$ cat config.mk
export PLATFORM = sky130hd
export DESIGN_NAME = uio_bus_arbiter_flat
export DESIGN_NICKNAME = d
export VERILOG_FILES = /design/src/rtl/uio_arb_pkg.sv /design/src/rtl/uio_bus_arbiter_if.sv /design/src/rtl/uio_in_sync.sv /design/src/rtl/uio_bus_arbiter.sv /design/src/flat_wrapper.sv
export SDC_FILE = /design/constraint.sdc
export NUM_CORES = 1
export LEC_CHECK = 0
export CELL_PAD_IN_SITES_DETAIL_PLACEMENT = 1
export CELL_PAD_IN_SITES_GLOBAL_PLACEMENT = 2
export CORE_UTILIZATION = 31
export CTS_BUF_LIST = sky130_fd_sc_hd__clkbuf_8
export DETAILED_ROUTE_END_ITERATION = 10
export GPL_TIMING_DRIVEN = 0
export PLACE_DENSITY_LB_ADDON = 0.1
export SLEW_MARGIN = 10
export SYNTH_ARGS = -nofsm -noshare
export SYNTH_HDL_FRONTEND = slang
export SYNTH_SLANG_ARGS = --single-unit
export TNS_END_PERCENT = 10
$ cat constraint.sdc
create_clock -name clk -period 5.3 [get_ports clk]
set_clock_uncertainty 0.2 [all_clocks]
set_input_delay 0.53 -clock clk [delete_from_list [all_inputs] [get_ports clk]]
set_output_delay 0.53 -clock clk [all_outputs]
set_load 0.01 [all_outputs]
$ cat src/rtl/uio_arb_pkg.sv
// Shared constants for the UIO bus arbiter: bus width, counter widths and
// the FSM state encoding.
package uio_arb_pkg;

    localparam int BUS_W  = 8;
    localparam int TURN_W = 4;
    localparam int HOLD_W = 8;

    localparam logic [1:0] ST_IDLE  = 2'd0;
    localparam logic [1:0] ST_OWN_A = 2'd1;
    localparam logic [1:0] ST_OWN_B = 2'd2;
    localparam logic [1:0] ST_TURN  = 2'd3;

    function automatic logic [HOLD_W-1:0] sat_inc(input logic [HOLD_W-1:0] v,
                                                   input logic [HOLD_W-1:0] lim);
        return (v >= lim) ? v : v + 1'b1;
    endfunction

endpackage

$ cat src/rtl/uio_bus_arbiter_if.sv
// Requester handshake plus pad-side signals of the UIO bus arbiter.
interface uio_bus_arbiter_if;

    logic                            req_a;
    logic                            req_b;
    logic [uio_arb_pkg::BUS_W-1:0]   dout_a;
    logic [uio_arb_pkg::BUS_W-1:0]   dout_b;
    logic [uio_arb_pkg::BUS_W-1:0]   oe_a;
    logic [uio_arb_pkg::BUS_W-1:0]   oe_b;
    logic                            gnt_a;
    logic                            gnt_b;
    logic [uio_arb_pkg::BUS_W-1:0]   uio_in;
    logic [uio_arb_pkg::BUS_W-1:0]   uio_out;
    logic [uio_arb_pkg::BUS_W-1:0]   uio_oe;
    logic [uio_arb_pkg::BUS_W-1:0]   din;
    logic                            busy;

    modport slave (
        input  req_a, req_b, dout_a, dout_b, oe_a, oe_b, uio_in,
        output gnt_a, gnt_b, uio_out, uio_oe, din, busy
    );

    modport master (
        output req_a, req_b, dout_a, dout_b, oe_a, oe_b, uio_in,
        input  gnt_a, gnt_b, uio_out, uio_oe, din, busy
    );

endinterface

$ cat src/rtl/uio_in_sync.sv
// Two-flop synchronizer for the raw pad input bus.
module uio_in_sync
    import uio_arb_pkg::*;
(
    input  logic             clk,
    input  logic             rst_n,
    input  logic [BUS_W-1:0] i_d,
    output logic [BUS_W-1:0] o_q
);

    logic [BUS_W-1:0] r_s1;
    logic [BUS_W-1:0] r_s2;

    always_ff @(posedge clk or negedge rst_n) begin
        if (!rst_n) begin
            r_s1 <= '0;
            r_s2 <= '0;
        end else begin
            r_s1 <= i_d;
            r_s2 <= r_s1;
        end
    end

    assign o_q = r_s2;

endmodule

$ cat src/rtl/uio_bus_arbiter.sv
// Two-requester arbiter for a shared bidirectional pad bus, with bounded
// ownership and an undriven turnaround gap between owners.
module uio_bus_arbiter
    import uio_arb_pkg::*;
#(
    parameter int TURN_CYCLES = 1,
    parameter int MAX_HOLD    = 16
) (
    input logic              clk,
    input logic              rst_n,
    uio_bus_arbiter_if.slave bus
);

    localparam logic [HOLD_W-1:0] HOLD_MAX  = HOLD_W'(MAX_HOLD);
    localparam logic [TURN_W-1:0] TURN_LAST = TURN_W'(TURN_CYCLES - 1);

    logic [1:0]        r_state;
    logic [1:0]        w_next;
    logic              r_last_b;
    logic              r_armed;
    logic [HOLD_W-1:0] r_hold;
    logic [HOLD_W-1:0] w_hold_inc;
    logic              w_timeout;
    logic [TURN_W-1:0] r_turn;
    logic [BUS_W-1:0]  r_uio_out;
    logic [BUS_W-1:0]  r_uio_oe;
    logic [BUS_W-1:0]  w_din;

    // Timeout fires on the owner's MAX_HOLD-th grant cycle, so exactly
    // MAX_HOLD cycles are granted before a waiting peer takes over.
    assign w_hold_inc = sat_inc(r_hold, HOLD_MAX);
    assign w_timeout  = (w_hold_inc == HOLD_MAX);

    always_comb begin
        w_next = r_state;
        case (r_state)
            ST_IDLE: begin
                if (r_armed) begin
                    if (bus.req_a && bus.req_b) w_next = r_last_b ? ST_OWN_A : ST_OWN_B;
                    else if (bus.req_a)         w_next = ST_OWN_A;
                    else if (bus.req_b)         w_next = ST_OWN_B;
                end
            end
            ST_OWN_A: if (!bus.req_a || (w_timeout && bus.req_b)) w_next = ST_TURN;
            ST_OWN_B: if (!bus.req_b || (w_timeout && bus.req_a)) w_next = ST_TURN;
            ST_TURN: begin
                if (r_turn == TURN_LAST) begin
                    if (r_last_b ? bus.req_a : bus.req_b)      w_next = r_last_b ? ST_OWN_A : ST_OWN_B;
                    else if (r_last_b ? bus.req_b : bus.req_a) w_next = r_last_b ? ST_OWN_B : ST_OWN_A;
                    else                                       w_next = ST_IDLE;
                end
            end
            default: w_next = ST_IDLE;
        endcase
    end

    // r_armed holds off any grant until the second edge after reset release.
    always_ff @(posedge clk or negedge rst_n) begin
        if (!rst_n) begin
            r_state   <= ST_IDLE;
            r_last_b  <= 1'b1;
            r_armed   <= 1'b0;
            r_hold    <= '0;
            r_turn    <= '0;
            r_uio_out <= '0;
            r_uio_oe  <= '0;
        end else begin
            r_state <= w_next;
            r_armed <= 1'b1;
            r_hold  <= ((r_state == ST_OWN_A || r_state == ST_OWN_B) && w_next == r_state)
                       ? w_hold_inc : '0;
            r_turn  <= (r_state == ST_TURN && w_next == ST_TURN) ? r_turn + 1'b1 : '0;
            if (r_state == ST_OWN_A && w_next == ST_TURN) r_last_b <= 1'b0;
            if (r_state == ST_OWN_B && w_next == ST_TURN) r_last_b <= 1'b1;
            case (w_next)
                ST_OWN_A: begin
                    r_uio_out <= bus.dout_a;
                    r_uio_oe  <= bus.oe_a;
                end
                ST_OWN_B: begin
                    r_uio_out <= bus.dout_b;
                    r_uio_oe  <= bus.oe_b;
                end
                default: begin
                    r_uio_out <= '0;
                    r_uio_oe  <= '0;
                end
            endcase
        end
    end

    uio_in_sync u_sync (
        .clk   (clk),
        .rst_n (rst_n),
        .i_d   (bus.uio_in),
        .o_q   (w_din)
    );

    assign bus.gnt_a   = (r_state == ST_OWN_A);
    assign bus.gnt_b   = (r_state == ST_OWN_B);
    assign bus.busy    = (r_state != ST_IDLE);
    assign bus.uio_out = r_uio_out;
    assign bus.uio_oe  = r_uio_oe;
    assign bus.din     = w_din;

endmodule

$ cat src/flat_wrapper.sv
// flat-port wrapper written by rule: the top's interface ports become plain ports
module uio_bus_arbiter_flat import uio_arb_pkg::*;
#(
    parameter int TURN_CYCLES = 1,
    parameter int MAX_HOLD    = 16
)
  (clk, rst_n, bus_req_a, bus_req_b, bus_dout_a, bus_dout_b, bus_oe_a, bus_oe_b, bus_uio_in, bus_gnt_a, bus_gnt_b, bus_uio_out, bus_uio_oe, bus_din, bus_busy);
  uio_bus_arbiter_if bus_i ();
  input logic clk;
  input logic rst_n;
  input wire logic [$bits(bus_i.req_a)-1:0] bus_req_a;
  input wire logic [$bits(bus_i.req_b)-1:0] bus_req_b;
  input wire logic [$bits(bus_i.dout_a)-1:0] bus_dout_a;
  input wire logic [$bits(bus_i.dout_b)-1:0] bus_dout_b;
  input wire logic [$bits(bus_i.oe_a)-1:0] bus_oe_a;
  input wire logic [$bits(bus_i.oe_b)-1:0] bus_oe_b;
  input wire logic [$bits(bus_i.uio_in)-1:0] bus_uio_in;
  output wire logic [$bits(bus_i.gnt_a)-1:0] bus_gnt_a;
  output wire logic [$bits(bus_i.gnt_b)-1:0] bus_gnt_b;
  output wire logic [$bits(bus_i.uio_out)-1:0] bus_uio_out;
  output wire logic [$bits(bus_i.uio_oe)-1:0] bus_uio_oe;
  output wire logic [$bits(bus_i.din)-1:0] bus_din;
  output wire logic [$bits(bus_i.busy)-1:0] bus_busy;
  assign bus_i.req_a = bus_req_a;
  assign bus_i.req_b = bus_req_b;
  assign bus_i.dout_a = bus_dout_a;
  assign bus_i.dout_b = bus_dout_b;
  assign bus_i.oe_a = bus_oe_a;
  assign bus_i.oe_b = bus_oe_b;
  assign bus_i.uio_in = bus_uio_in;
  assign bus_gnt_a = bus_i.gnt_a;
  assign bus_gnt_b = bus_i.gnt_b;
  assign bus_uio_out = bus_i.uio_out;
  assign bus_uio_oe = bus_i.uio_oe;
  assign bus_din = bus_i.din;
  assign bus_busy = bus_i.busy;
  uio_bus_arbiter #(.TURN_CYCLES(TURN_CYCLES), .MAX_HOLD(MAX_HOLD)) u_core (.clk(clk), .rst_n(rst_n), .bus(bus_i));
endmodule
==> results.py, run 1 <==
metrics = {
    "floorplan": {
        "die-height_um": 85.80,
        "ios": 71,
        "die_width_um": 85.80,
        "die_area_um2": 7362,
        "core_region_area_um2": 6794,
        "initial_utilization_pct": 32.04,
        "rows": 30,
    },
    "yosys": {
        "netlist.area_leader.share_pct": 54.02,
        "synth_sequential_area_ratio_pct": 55.23,
        "asyncSetResetFlopFracSynth_pct": 100.0,
        "post_synth.cell_area_avg_um2": 11.16,
        "synthTopCellsByArea": "sky130_fd_sc_hd__dfrtp_1, sky130_fd_sc_hd__ha_1, sky130_fd_sc_hd__a22oi_1, sky130_fd_sc_hd__nor2b_1, sky130_fd_sc_hd__nor2_1",
        "synth_edf_count": 0,
        "syn_nets": 251,
        "yosys.cell_count.top_type": "sky130_fd_sc_hd__dfrtp_1",
        "number_of_storage_elements_in_the_synthesis_netlist": 48,
        "synth_area_um2": 2177,
        "synth_top_flop_cell": "sky130_fd_sc_hd__dfrtp_1",
        "syn-instance-count": 195,
        "ys_warns": 0,
        "yosys.cell_types.count": 45,
        "synthTopCellsByCount": "sky130_fd_sc_hd__dfrtp_1, sky130_fd_sc_hd__nor2b_1, sky130_fd_sc_hd__a22oi_1",
        "post-synth-top-area-cell": "sky130_fd_sc_hd__dfrtp_1",
    },
    "setup_path": {
        "master_of_the_slowest_instance_on_the_critical_path": "sky130_fd_sc_hd__nor4_4",
        "slowest_delay_ps": 540,
        "rr_startpoint": "u_core.r_hold[7]",
        "critical_path_peak_fanout": 10,
        "rr_worst_depth": 11,
        "worst_setup_path_start_kind": "register",
        "setup.reg_to_reg.worst_slack_ps": 1560,
        "worst-setup-path-type": "reg2reg",
        "worst_path_most_repeated_cell": "sky130_fd_sc_hd__clkbuf_1",
        "end_kind": "register",
        "worstPathBufferInverterCount": 2,
        "reg2reg_to": "u_core.bus.uio_out[3]",
        "path_cells": "nor4_4 > nand2_2 > a222oi_1 > nand2_1 > a31o_1 > a21oi_1 > ha_1 > clkbuf_1 > clkbuf_1 > a22oi_1 > nor2b_1",
        "cp.arrival_ps": 3770,
        "critPathTopFamily": "compound AO/OA/AOI/OAI gates",
        "crit_required_ps": 5340,
        "timing_endpoint_of_the_critical_path": "u_core.bus.uio_out[3]",
        "worst-path-stages": 11,
        "critPathLaunch": "u_core.r_hold[7]",
    },
    "grt": {
        "grt_max_degree": 31,
        "grt_antenna_before_repair": 0,
        "grt_overflow": 0,
        "global_route_wire_length_before_repair_um": 8997,
        "via_count_of_the_first_global_routing_pass": 1842,
        "globalRouteTotalUtil_pct": 15.91,
    },
    "clock_network": {
        "clock_path_buffers": 2,
        "clk_pin_slew_worst_paths_ps": 90,
        "clock_sink_count": 48,
        "tritoncts": "done",
        "post_cts_resize_count": 0,
        "clock_tree.htree_level_count": 2,
        "tritoncts_buffers": 5,
        "clock_insertion_delay_worst_skew_ps": 300,
        "cts_root_buf": "sky130_fd_sc_hd__clkbuf_8",
    },
    "finish": {
        "area_added_between_synthesis_and_finish_pct": 44.14,
        "fin_nets": 330,
        "final_cells": 371,
        "final.fill_count": 771,
        "insertedDiodeCount": 0,
        "share_of_cells_above_drive_strength_1_pct": 6.545,
    },
    "sta": {
        "final-max-slew-violation-count": 0,
        "layout_worst_path_cycle_share_pct": 70.47,
        "grt_setup_unrepaired": "false",
        "report.final.hold_viol_count": 0,
        "fin_hold_ws_ps": 156.3,
        "max_freq_mhz": 267.7,
        "timing.final.crit_period_ps": 3735,
        "worst_pin_slew_ps": 1131,
        "slew_headroom_pct": 23.39,
        "fin_tns_setup_ps": 0,
        "setup_viol_count_final": 0,
    },
    "detailed_routing": {
        "drt_iter0_drc": 84,
        "dr_total_vias": 1748,
        "ant_nets": 0,
        "vias_per_cell": 4.712,
        "routedWlPerCell_um": 14.60,
        "routed_wirelength_um": 5417,
        "drt_pass1_iterations": 4,
        "drc": 0,
    },
    "pwr": {
        "power.density_nw_per_um2": 484.1,
        "total_leakage_power_nw": 1.305,
        "worst_ir_drop_vdd_mv": 0.2961,
    },
    "worst_hold_path": {
        "worst_hold_path_type": "reg2reg",
    },
    "run_status": {
        "outcome": "complete, no violations",
    },
    "placed_design": {
        "numPlacedInstances": 362,
        "weighted_congestion_at_the_end_of_routability_driven_global_placement": 0.8159,
        "io_buffer_count": 70,
        "hpwlAfterDp_um": 4121,
    },
    "run": {
        "number_of_max_capacitance_violations_reported": 0,
    },
}
==> how the worst min path moves through the flow <==
| stage | start | endpoint | slack [ps] | cells after the start |
|---|---|---|---|---|
| final | u_core.u_sync.r_s1[0] | u_core.u_sync.o_q[0] | 160 | 0 |
| after global routing | u_core.u_sync.r_s1[1] | u_core.u_sync.o_q[1] | 170 | 0 |
| after CTS | u_core.u_sync.r_s1[0] | u_core.u_sync.o_q[0] | 160 | 0 |
| after detailed placement | u_core.u_sync.r_s1[0] | u_core.u_sync.o_q[0] | 140 | 0 |
| after global placement | u_core.u_sync.r_s1[6] | u_core.u_sync.o_q[6] | 130 | 0 |
| after floorplan | rst_n | u_core.bus.uio_oe[0] | 30 | 0 |
==> kinds of logic after synthesis <==
family / count (synthesis) / share of synthesized area (%)
buf+inv: 23 / 4.081
fa+ha+maj: 12 / 6.896
simple gates: 61 / 15.29
flops: 48 / 55.23
other cells: 1 / 0.1722
xor+xnor: 5 / 2.012
mux: 1 / 0.4598
compound gates: 44 / 15.86
==> layer usage <==
| layer | GRT usage, % | share of wire, % | vias up | routed length (um) |
|---|---|---|---|---|
| met2 | 27.13 | 50 | 36 | 2687 |
| met3 | 4.235 | 4.3 | 6 | 231 |
| li1 | - | - | 832 | - |
| met1 | 19.52 | 45 | 874 | 2442 |
| met4 | 5.455 | 1.0 | 0 | 56 |
| met5 | 0 | 0 | - | 0 |
==> area by class of cell <==
type                       instances  area (um^2)  share of cell area (%)
buffer                            10        40.04                   1.276
clock buffer                       5        68.82                   2.193
clock inverter                     3        46.29                   1.475
inverter                          13        48.80                   1.555
multi-input combinational        124        885.9                   28.23
sequential                        48         1202                   38.32
tap                               96        120.1                   3.828
timing repair buffer              72        725.7                   23.13
==> stage by stage <==
stage / cell area (um^2) / setup slack (ps) / utilization, % / power, W
final: 3138 / 1565 / 46.19 / 0.001519
after global routing: 3138 / 1193 / 46.19 / 0.001644
after CTS: 3138 / 1418 / 46.19 / 0.001551
after detailed placement: 3013 / 1458 / 44.35 / 0.001270
after global placement: 2998 / 1565 / 44.13 / 0.001261
after floorplan: 2177 / 2241 / - / 0.0009816
==> sequential cells by signal (all words and copies together), names as in the netlist <==
register and flops:
u_core.bus.uio_oe 8, u_core.bus.uio_out 8, u_core.r_hold 8, u_core.u_sync.o_q 8, u_core.u_sync.r_s1 8, u_core.r_turn 4
u_core.r_state 2, u_core.r_armed 1, u_core.r_last_b 1
==> worst register-to-register path: cells and delay by family (launching register included) <==
| kind | cells | cell delay, ps |
|---|---|---|
| DFF | 1 | 430 |
| and+or+nand+nor | 4 | 930 |
| AOI/OAI and AO/OA | 4 | 1220 |
| buffers and inverters | 2 | 690 |
| adders and majority gates | 1 | 200 |
==> report_power, final <==
| group | internal [W] | leakage (nW) | total, W | switching (W) |
|---|---|---|---|---|
| Combinational | 0.000362 | 0.636 | 0.000789 | 0.000426 |
| Clock | 0.000142 | 0.0548 | 0.000269 | 0.000127 |
| Sequential | 0.000432 | 0.614 | 0.000462 | 0.0000303 |
| Total | 0.000936 | 1.31 | 0.00152 | 0.000583 |
==> placed cells by master, fill, tap and decap left out, drive strengths merged, types with 2 or more instances in the layout <==
cell type / n
clkdlybuf4s50: 69
nor2b: 17
xor2: 3
nor3: 2
nand4: 3
dfrtp: 47
nor2: 15
nand3b: 2
a22oi: 16
buf: 4
nand2: 13
nand3: 2
xnor2: 2
clkbuf: 13
o2111a: 2
a21o: 3
a41oi: 2
nand2b: 2
inv: 14
a21oi: 5
ha: 12
==> what timing repair did <==
action / 4_1_cts / 5_1_grt
buffers inserted: 0 / 0
hold buffers: 1 / 0
hold endpoints to repair: 18 / 0
(Power assumes the default switching activity.)
==> run 2, diff against run 1 <==
- CORE_UTILIZATION: 31 -> 29
- clock period: 5.3 -> 3.7 ns (I/O delays scaled with it)
==> run 2 against run 1 <==
  * Sequential share of layout area is 0.30 points lower
  * Clock power rose by 45%
  * Setup slack worse by 1200 ps
  * Non-clock buffer count increased by 1
  * Flip-flop and latch count unchanged
  * Worst hold slack barely moved
  * Critical endpoint is now u_core.bus.uio_oe[7]
  * Largest cell class unchanged
  * Highest routed layer unchanged
==> results.py, run 2 (synthesized netlist as in run 1, its figures left out) <==
metrics = {
    "run_status": {
        "outcome": "complete, no violations",
    },
    "setup_path": {
        "timing_endpoint_of_the_critical_path": "u_core.bus.uio_oe[7]",
        "critPathTopFamily": "compound AO/OA/AOI/OAI gates",
        "slowest_delay_ps": 430,
        "cp.arrival_ps": 3410,
        "reg2reg_to": "u_core.bus.uio_oe[7]",
        "rr_startpoint": "u_core.r_hold[5]",
        "critical_path_peak_fanout": 10,
        "worst_setup_path_start_kind": "register",
        "crit_required_ps": 3730,
        "master_of_the_slowest_instance_on_the_critical_path": "sky130_fd_sc_hd__dfrtp_1",
        "worstPathBufferInverterCount": 3,
        "end_kind": "register",
        "setup.reg_to_reg.worst_slack_ps": 320,
        "rr_worst_depth": 12,
        "path_cells": "nor4_4 > nand2_2 > a222oi_1 > buf_4 > nand2_1 > a31o_1 > a21oi_1 > ha_1 > clkbuf_1 > clkbuf_2 > a22oi_1 > nor2b_1",
        "worst-setup-path-type": "reg2reg",
        "critPathLaunch": "u_core.r_hold[5]",
        "worst-path-stages": 12,
    },
    "detailed_routing": {
        "routedWlPerCell_um": 14.60,
        "drt_iter0_drc": 81,
        "drc": 0,
        "routed_wirelength_um": 5475,
        "ant_nets": 0,
        "drt_pass1_iterations": 4,
        "dr_total_vias": 1746,
        "vias_per_cell": 4.656,
    },
    "finish": {
        "fin_nets": 331,
        "final_cells": 375,
        "insertedDiodeCount": 0,
        "most_frequent_standard_cell_in_the_layout_excluding_fill_and_tap_cells": "sky130_fd_sc_hd__clkdlybuf4s50_1",
        "share_of_cells_above_drive_strength_1_pct": 7.971,
        "area_added_between_synthesis_and_finish_pct": 45.29,
        "final_util_pct": 43.61,
        "most-common-layout-cells": "sky130_fd_sc_hd__clkdlybuf4s50_1, sky130_fd_sc_hd__dfrtp_1, sky130_fd_sc_hd__nor2b_1, sky130_fd_sc_hd__a22oi_1, sky130_fd_sc_hd__nor2_1",
    },
    "floorplan": {
        "initial_utilization_pct": 30.02,
        "die_width_um": 88.65,
        "core_region_area_um2": 7253,
        "die_area_um2": 7858,
        "rows": 31,
        "die-height_um": 88.65,
        "ios": 71,
    },
    "pwr": {
        "total_power_w": 0.002186,
        "total_leakage_power_nw": 1.323,
        "worst_ir_drop_vdd_mv": 0.3100,
        "power.density_nw_per_um2": 691.2,
    },
    "run": {
        "number_of_max_capacitance_violations_reported": 0,
    },
    "clock_network": {
        "clock_path_buffers": 2,
        "clock_insertion_delay_worst_skew_ps": 300,
        "clock_sink_count": 48,
        "tritoncts_buffers": 5,
        "cts_root_buf": "sky130_fd_sc_hd__clkbuf_8",
        "tritoncts": "done",
        "clock_tree.htree_level_count": 2,
        "clk_pin_slew_worst_paths_ps": 90,
    },
    "sta": {
        "setup_viol_count_final": 0,
        "grt_setup_unrepaired": "false",
        "max_freq_mhz": 296.1,
        "worst_pin_slew_ps": 1128,
        "layout_worst_path_cycle_share_pct": 91.28,
        "timing.final.crit_period_ps": 3377,
        "final-max-slew-violation-count": 0,
        "report.final.hold_viol_count": 0,
        "slew_headroom_pct": 23.60,
    },
    "grt": {
        "grt_max_degree": 26,
        "grt_overflow": 0,
        "global_route_wire_length_before_repair_um": 8983,
        "globalRouteTotalUtil_pct": 15.42,
        "via_count_of_the_first_global_routing_pass": 1820,
        "grt_antenna_before_repair": 0,
    },
    "placed_design": {
        "numPlacedInstances": 365,
        "hpwlAfterDp_um": 4169,
        "io_buffer_count": 70,
        "weighted_congestion_at_the_end_of_routability_driven_global_placement": 0.7563,
    },
    "worst_hold_path": {
        "worst_hold_path_type": "reg2reg",
    },
}
==> run 2: cell count changes in the layout (fill, tap and decap cells not counted), sizes merged <==
cell,delta
buf,+2
clkbuf,-1
==> run 2: area by class of cell <==
| type | instances | area, um^2 |
|---|---|---|
| Fill cell | 815 | 4090 |
| Sequential cell | 48 | 1202 |
| Multi-Input combinational cell | 124 | 885.9 |
| Timing Repair Buffer | 74 | 748.2 |
| Tap cell | 99 | 123.9 |
| Clock buffer | 5 | 68.82 |
| Inverter | 13 | 48.80 |
| Clock inverter | 3 | 46.29 |
| Buffer | 9 | 38.79 |
==> run 2: worst min path at each step <==
stage / from / endpoint / slack [ps] / cells past startpoint
after CTS: u_core.u_sync.r_s1[3] / u_core.u_sync.o_q[3] / 160 / 0
after global routing: u_core.u_sync.r_s1[6] / u_core.u_sync.o_q[6] / 170 / 0
after global placement: u_core.u_sync.r_s1[3] / u_core.u_sync.o_q[3] / 130 / 0
after detailed placement: u_core.u_sync.r_s1[3] / u_core.u_sync.o_q[3] / 140 / 0
final: u_core.u_sync.r_s1[4] / u_core.u_sync.o_q[4] / 160 / 0
after floorplan: rst_n / u_core.bus.uio_oe[0] / -130 / 0
==> run 2: power breakdown <==
| group | leakage, nW | internal (W) | total, W | switching [W] |
|---|---|---|---|---|
| Sequential | 0.614 | 0.000618 | 0.000675 | 0.0000564 |
| Combinational | 0.654 | 0.000523 | 0.00112 | 0.000598 |
| Clock | 0.0548 | 0.000204 | 0.000391 | 0.000187 |
==> run 2: per-stage QoR <==
stage | setup slack [ps] | area, um^2 | setup TNS, ps | hold slack (ps)
2_1_floorplan | 641.4 | 2177 | 0 | -125.6
3_3_place_gp | -52.64 | 3002 | -255.5 | 132.3
3_5_place_dp | -78.24 | 3024 | -232.1 | 135.6
4_1_cts | 3.430 | 3151 | 0 | 158.5
5_1_grt | 32.77 | 3163 | 0 | 171.0
6_report | 322.6 | 3163 | 0 | 156.6
==> run 2: metal layers <==
layer / share of wire (%) / track usage (%) / routed length, um / vias up
li1: - / - / - / 836
met1: 43 / 19.17 / 2361 / 847
met2: 47 / 24.83 / 2596 / 56
met3: 8.1 / 5.597 / 442 / 7
met4: 1.4 / 5.279 / 75 / 0
met5: 0 / 0 / 0 / -
==> run 2: timing repair <==
action                     4_1_cts  5_1_grt
hold buffers                     1        0
resized for setup                1        2
setup endpoints to repair       10       11
hold endpoints to repair        23        0
pin swaps                        0        2
buffers inserted                 0        2
==> run 3, diff against run 2 <==
--- a/config.mk
+++ b/config.mk
@@ -6,4 +6,5 @@
 export NUM_CORES = 1
 export LEC_CHECK = 0
+export CAP_MARGIN = 20
 export CELL_PAD_IN_SITES_DETAIL_PLACEMENT = 1
 export CELL_PAD_IN_SITES_GLOBAL_PLACEMENT = 2
==> constraint.sdc (replaced) <==
create_clock -name clk -period 3.7 [get_ports clk]
set_clock_uncertainty 0.2 [all_clocks]
set_input_delay 0.37 -clock clk [delete_from_list [all_inputs] [get_ports clk]]
set_output_delay 0.37 -clock clk [all_outputs]
set_load 0.1 [all_outputs]
==> run 3 against run 2 <==
  * Wire length down 0.31%
  * Global-route usage down 0.22 points
  * Clock-buffer cell count unchanged
  * Die area unchanged
  * Power up 20%
  * Via count down 1.1%
  * Critical path depth down 1
  * Combinational power up 39%
  * Clock power down 1%
  * Critical path type unchanged
==> results.py, run 3 (synthesized netlist as in run 1, its figures left out) <==
metrics = {
    "setup_path": {
        "critical_path_peak_fanout": 10,
        "worst-setup-path-type": "reg2reg",
        "crit_required_ps": 3730,
        "worstPathBufferInverterCount": 2,
        "worst_setup_path_start_kind": "register",
        "critPathTopFamily": "compound AO/OA/AOI/OAI gates",
        "end_kind": "register",
        "master_of_the_slowest_instance_on_the_critical_path": "sky130_fd_sc_hd__a222oi_1",
        "path_cells": "nor4_4 > nand2_2 > a222oi_1 > nand2_1 > a31o_1 > a21oi_1 > ha_1 > clkbuf_1 > clkbuf_2 > a22oi_1 > nor2b_1",
        "slowest_delay_ps": 490,
        "cp.arrival_ps": 3460,
    },
    "clock_network": {
        "clock_path_buffers": 2,
        "clock_tree.htree_level_count": 2,
        "cts_root_buf": "sky130_fd_sc_hd__clkbuf_8",
        "clock_insertion_delay_worst_skew_ps": 300,
        "tritoncts_buffers": 5,
        "tritoncts": "done",
        "clock_sink_count": 48,
        "clk_pin_slew_worst_paths_ps": 90,
    },
    "sta": {
        "layout_worst_path_cycle_share_pct": 92.80,
        "worst_pin_slew_ps": 1008,
        "report.final.hold_viol_count": 0,
        "max_freq_mhz": 291.2,
        "setup_viol_count_final": 0,
        "slew_headroom_pct": 32.58,
        "final-max-slew-violation-count": 0,
        "timing.final.crit_period_ps": 3434,
        "fin_tns_setup_ps": 0,
    },
    "run_status": {
        "outcome": "complete, no violations",
    },
    "floorplan": {
        "core_region_area_um2": 7253,
        "die_area_um2": 7858,
        "ios": 71,
        "die-height_um": 88.65,
        "initial_utilization_pct": 30.02,
        "die_width_um": 88.65,
        "rows": 31,
    },
    "placed_design": {
        "weighted_congestion_at_the_end_of_routability_driven_global_placement": 0.7563,
        "io_buffer_count": 70,
        "placement.cell_area_um2": 3029,
        "hpwlAfterDp_um": 4186,
    },
    "finish": {
        "most-common-layout-cells": "sky130_fd_sc_hd__clkdlybuf4s50_1, sky130_fd_sc_hd__dfrtp_1, sky130_fd_sc_hd__nor2b_1, sky130_fd_sc_hd__a22oi_1, sky130_fd_sc_hd__nor2_1",
        "most_frequent_standard_cell_in_the_layout_excluding_fill_and_tap_cells": "sky130_fd_sc_hd__clkdlybuf4s50_1",
        "post-route-cell-area_um2": 3161,
        "area_added_between_synthesis_and_finish_pct": 45.17,
        "final.fill_count": 810,
        "share_of_cells_above_drive_strength_1_pct": 7.971,
        "insertedDiodeCount": 0,
        "fin_nets": 331,
    },
    "detailed_routing": {
        "dr_total_vias": 1727,
        "drc": 0,
        "drt_iter0_drc": 51,
        "ant_nets": 0,
        "vias_per_cell": 4.605,
        "drt_pass1_iterations": 4,
        "routedWlPerCell_um": 14.55,
        "routed_wirelength_um": 5458,
    },
    "grt": {
        "grt_overflow": 0,
        "global_route_wire_length_before_repair_um": 9011,
        "grtUsageMet3_pct": 5.410,
        "grt_antenna_before_repair": 0,
        "grt.met2_usage_pct": 24.48,
        "groute.layer.met1.usage_pct": 19.11,
        "via_count_of_the_first_global_routing_pass": 1844,
        "globalRouteTotalUtil_pct": 15.20,
        "grt.busiest_layer": "met2",
        "grt_max_degree": 26,
    },
    "pwr": {
        "power.density_nw_per_um2": 828.6,
        "total_leakage_power_nw": 1.321,
        "worst_ir_drop_vdd_mv": 0.3234,
    },
    "worst_hold_path": {
        "worst_hold_path_type": "reg2reg",
    },
    "run": {
        "number_of_max_capacitance_violations_reported": 0,
    },
}
## run 3: cell counts in the layout (fill, tap and decap cells not counted)
Identical to the previous run, type by type.
## run 3: power by group
part           internal (W)  switching, W
combinational      0.000530       0.00103
clock              0.000204      0.000184
sequential         0.000618     0.0000574
total               0.00135       0.00127
## run 3: final timing paths
| path | startpoint | to | slack, ps | cells after the start |
|---|---|---|---|---|
| setup reg to reg | u_core.r_hold[5] | u_core.bus.uio_oe[7] | 270 | 11 |
| hold / removal | u_core.u_sync.r_s1[3] | u_core.u_sync.o_q[3] | 160 | 0 |
| max in group asynchronous | rst_n | u_core.bus.uio_out[0] | 2340 | 3 |
| hold reg to reg | u_core.u_sync.r_s1[3] | u_core.u_sync.o_q[3] | 160 | 0 |
| setup / recovery | u_core.r_hold[5] | u_core.bus.uio_oe[7] | 270 | 11 |
| min in group asynchronous | rst_n | u_core.bus.uio_out[1] | 420 | 2 |
## run 3: stage by stage
step / util [%] / worst slack, ps / hold WS [ps] / std cells / power, W
4_1_cts: 43.51 / 2.306 / 158.1 / 375 / 0.002665
5_1_grt: 43.57 / -2.367 / 168.2 / 375 / 0.002802
6_report: 43.57 / 266.4 / 156.2 / 375 / 0.002619
3_5_place_dp: 41.76 / -59.40 / 135.6 / 366 / 0.002268
3_3_place_gp: 41.38 / -52.64 / 132.3 / 364 / 0.002240
2_1_floorplan: - / 360.9 / -125.6 / 195 / 0.001826
## run 3: metal layers
metal	share of wire, %	wire length (um)	up-vias
met5	0	0	-
met4	1.4	78	0
met3	7.4	406	8
met2	47	2561	52
met1	44	2411	831
li1	-	-	836
## run 3: worst register-to-register path, stage by stage (launching register included)
cell and delay (ps):
sky130_fd_sc_hd__dfrtp_1 440, sky130_fd_sc_hd__nor4_4 440, sky130_fd_sc_hd__nand2_2 110, sky130_fd_sc_hd__a222oi_1 490, sky130_fd_sc_hd__nand2_1 110, sky130_fd_sc_hd__a31o_1 240
sky130_fd_sc_hd__a21oi_1 280, sky130_fd_sc_hd__ha_1 210, sky130_fd_sc_hd__clkbuf_1 290, sky130_fd_sc_hd__clkbuf_2 300, sky130_fd_sc_hd__a22oi_1 130, sky130_fd_sc_hd__nor2b_1 140
## run 3: cell type report
type,count,area [um^2],share of cell area [%]
repair buffers,74,745.7,23.59
flip-flops and latches,48,1202,38.04
clock buffers,5,68.82,2.177
well taps,99,123.9,3.919
inverters,13,48.80,1.544
clock inverters,3,46.29,1.465
plain buffers,9,38.79,1.227
multi-input cells,124,885.9,28.03
## run 3: what timing repair did
action                                  4_1_cts  5_1_grt
resized for setup                             1        2
setup buffers                                 0        1
pin swaps                                     0        2
endpoints found under the setup margin       10       11
endpoints found under the hold margin        23        0
hold buffers                                  1        0
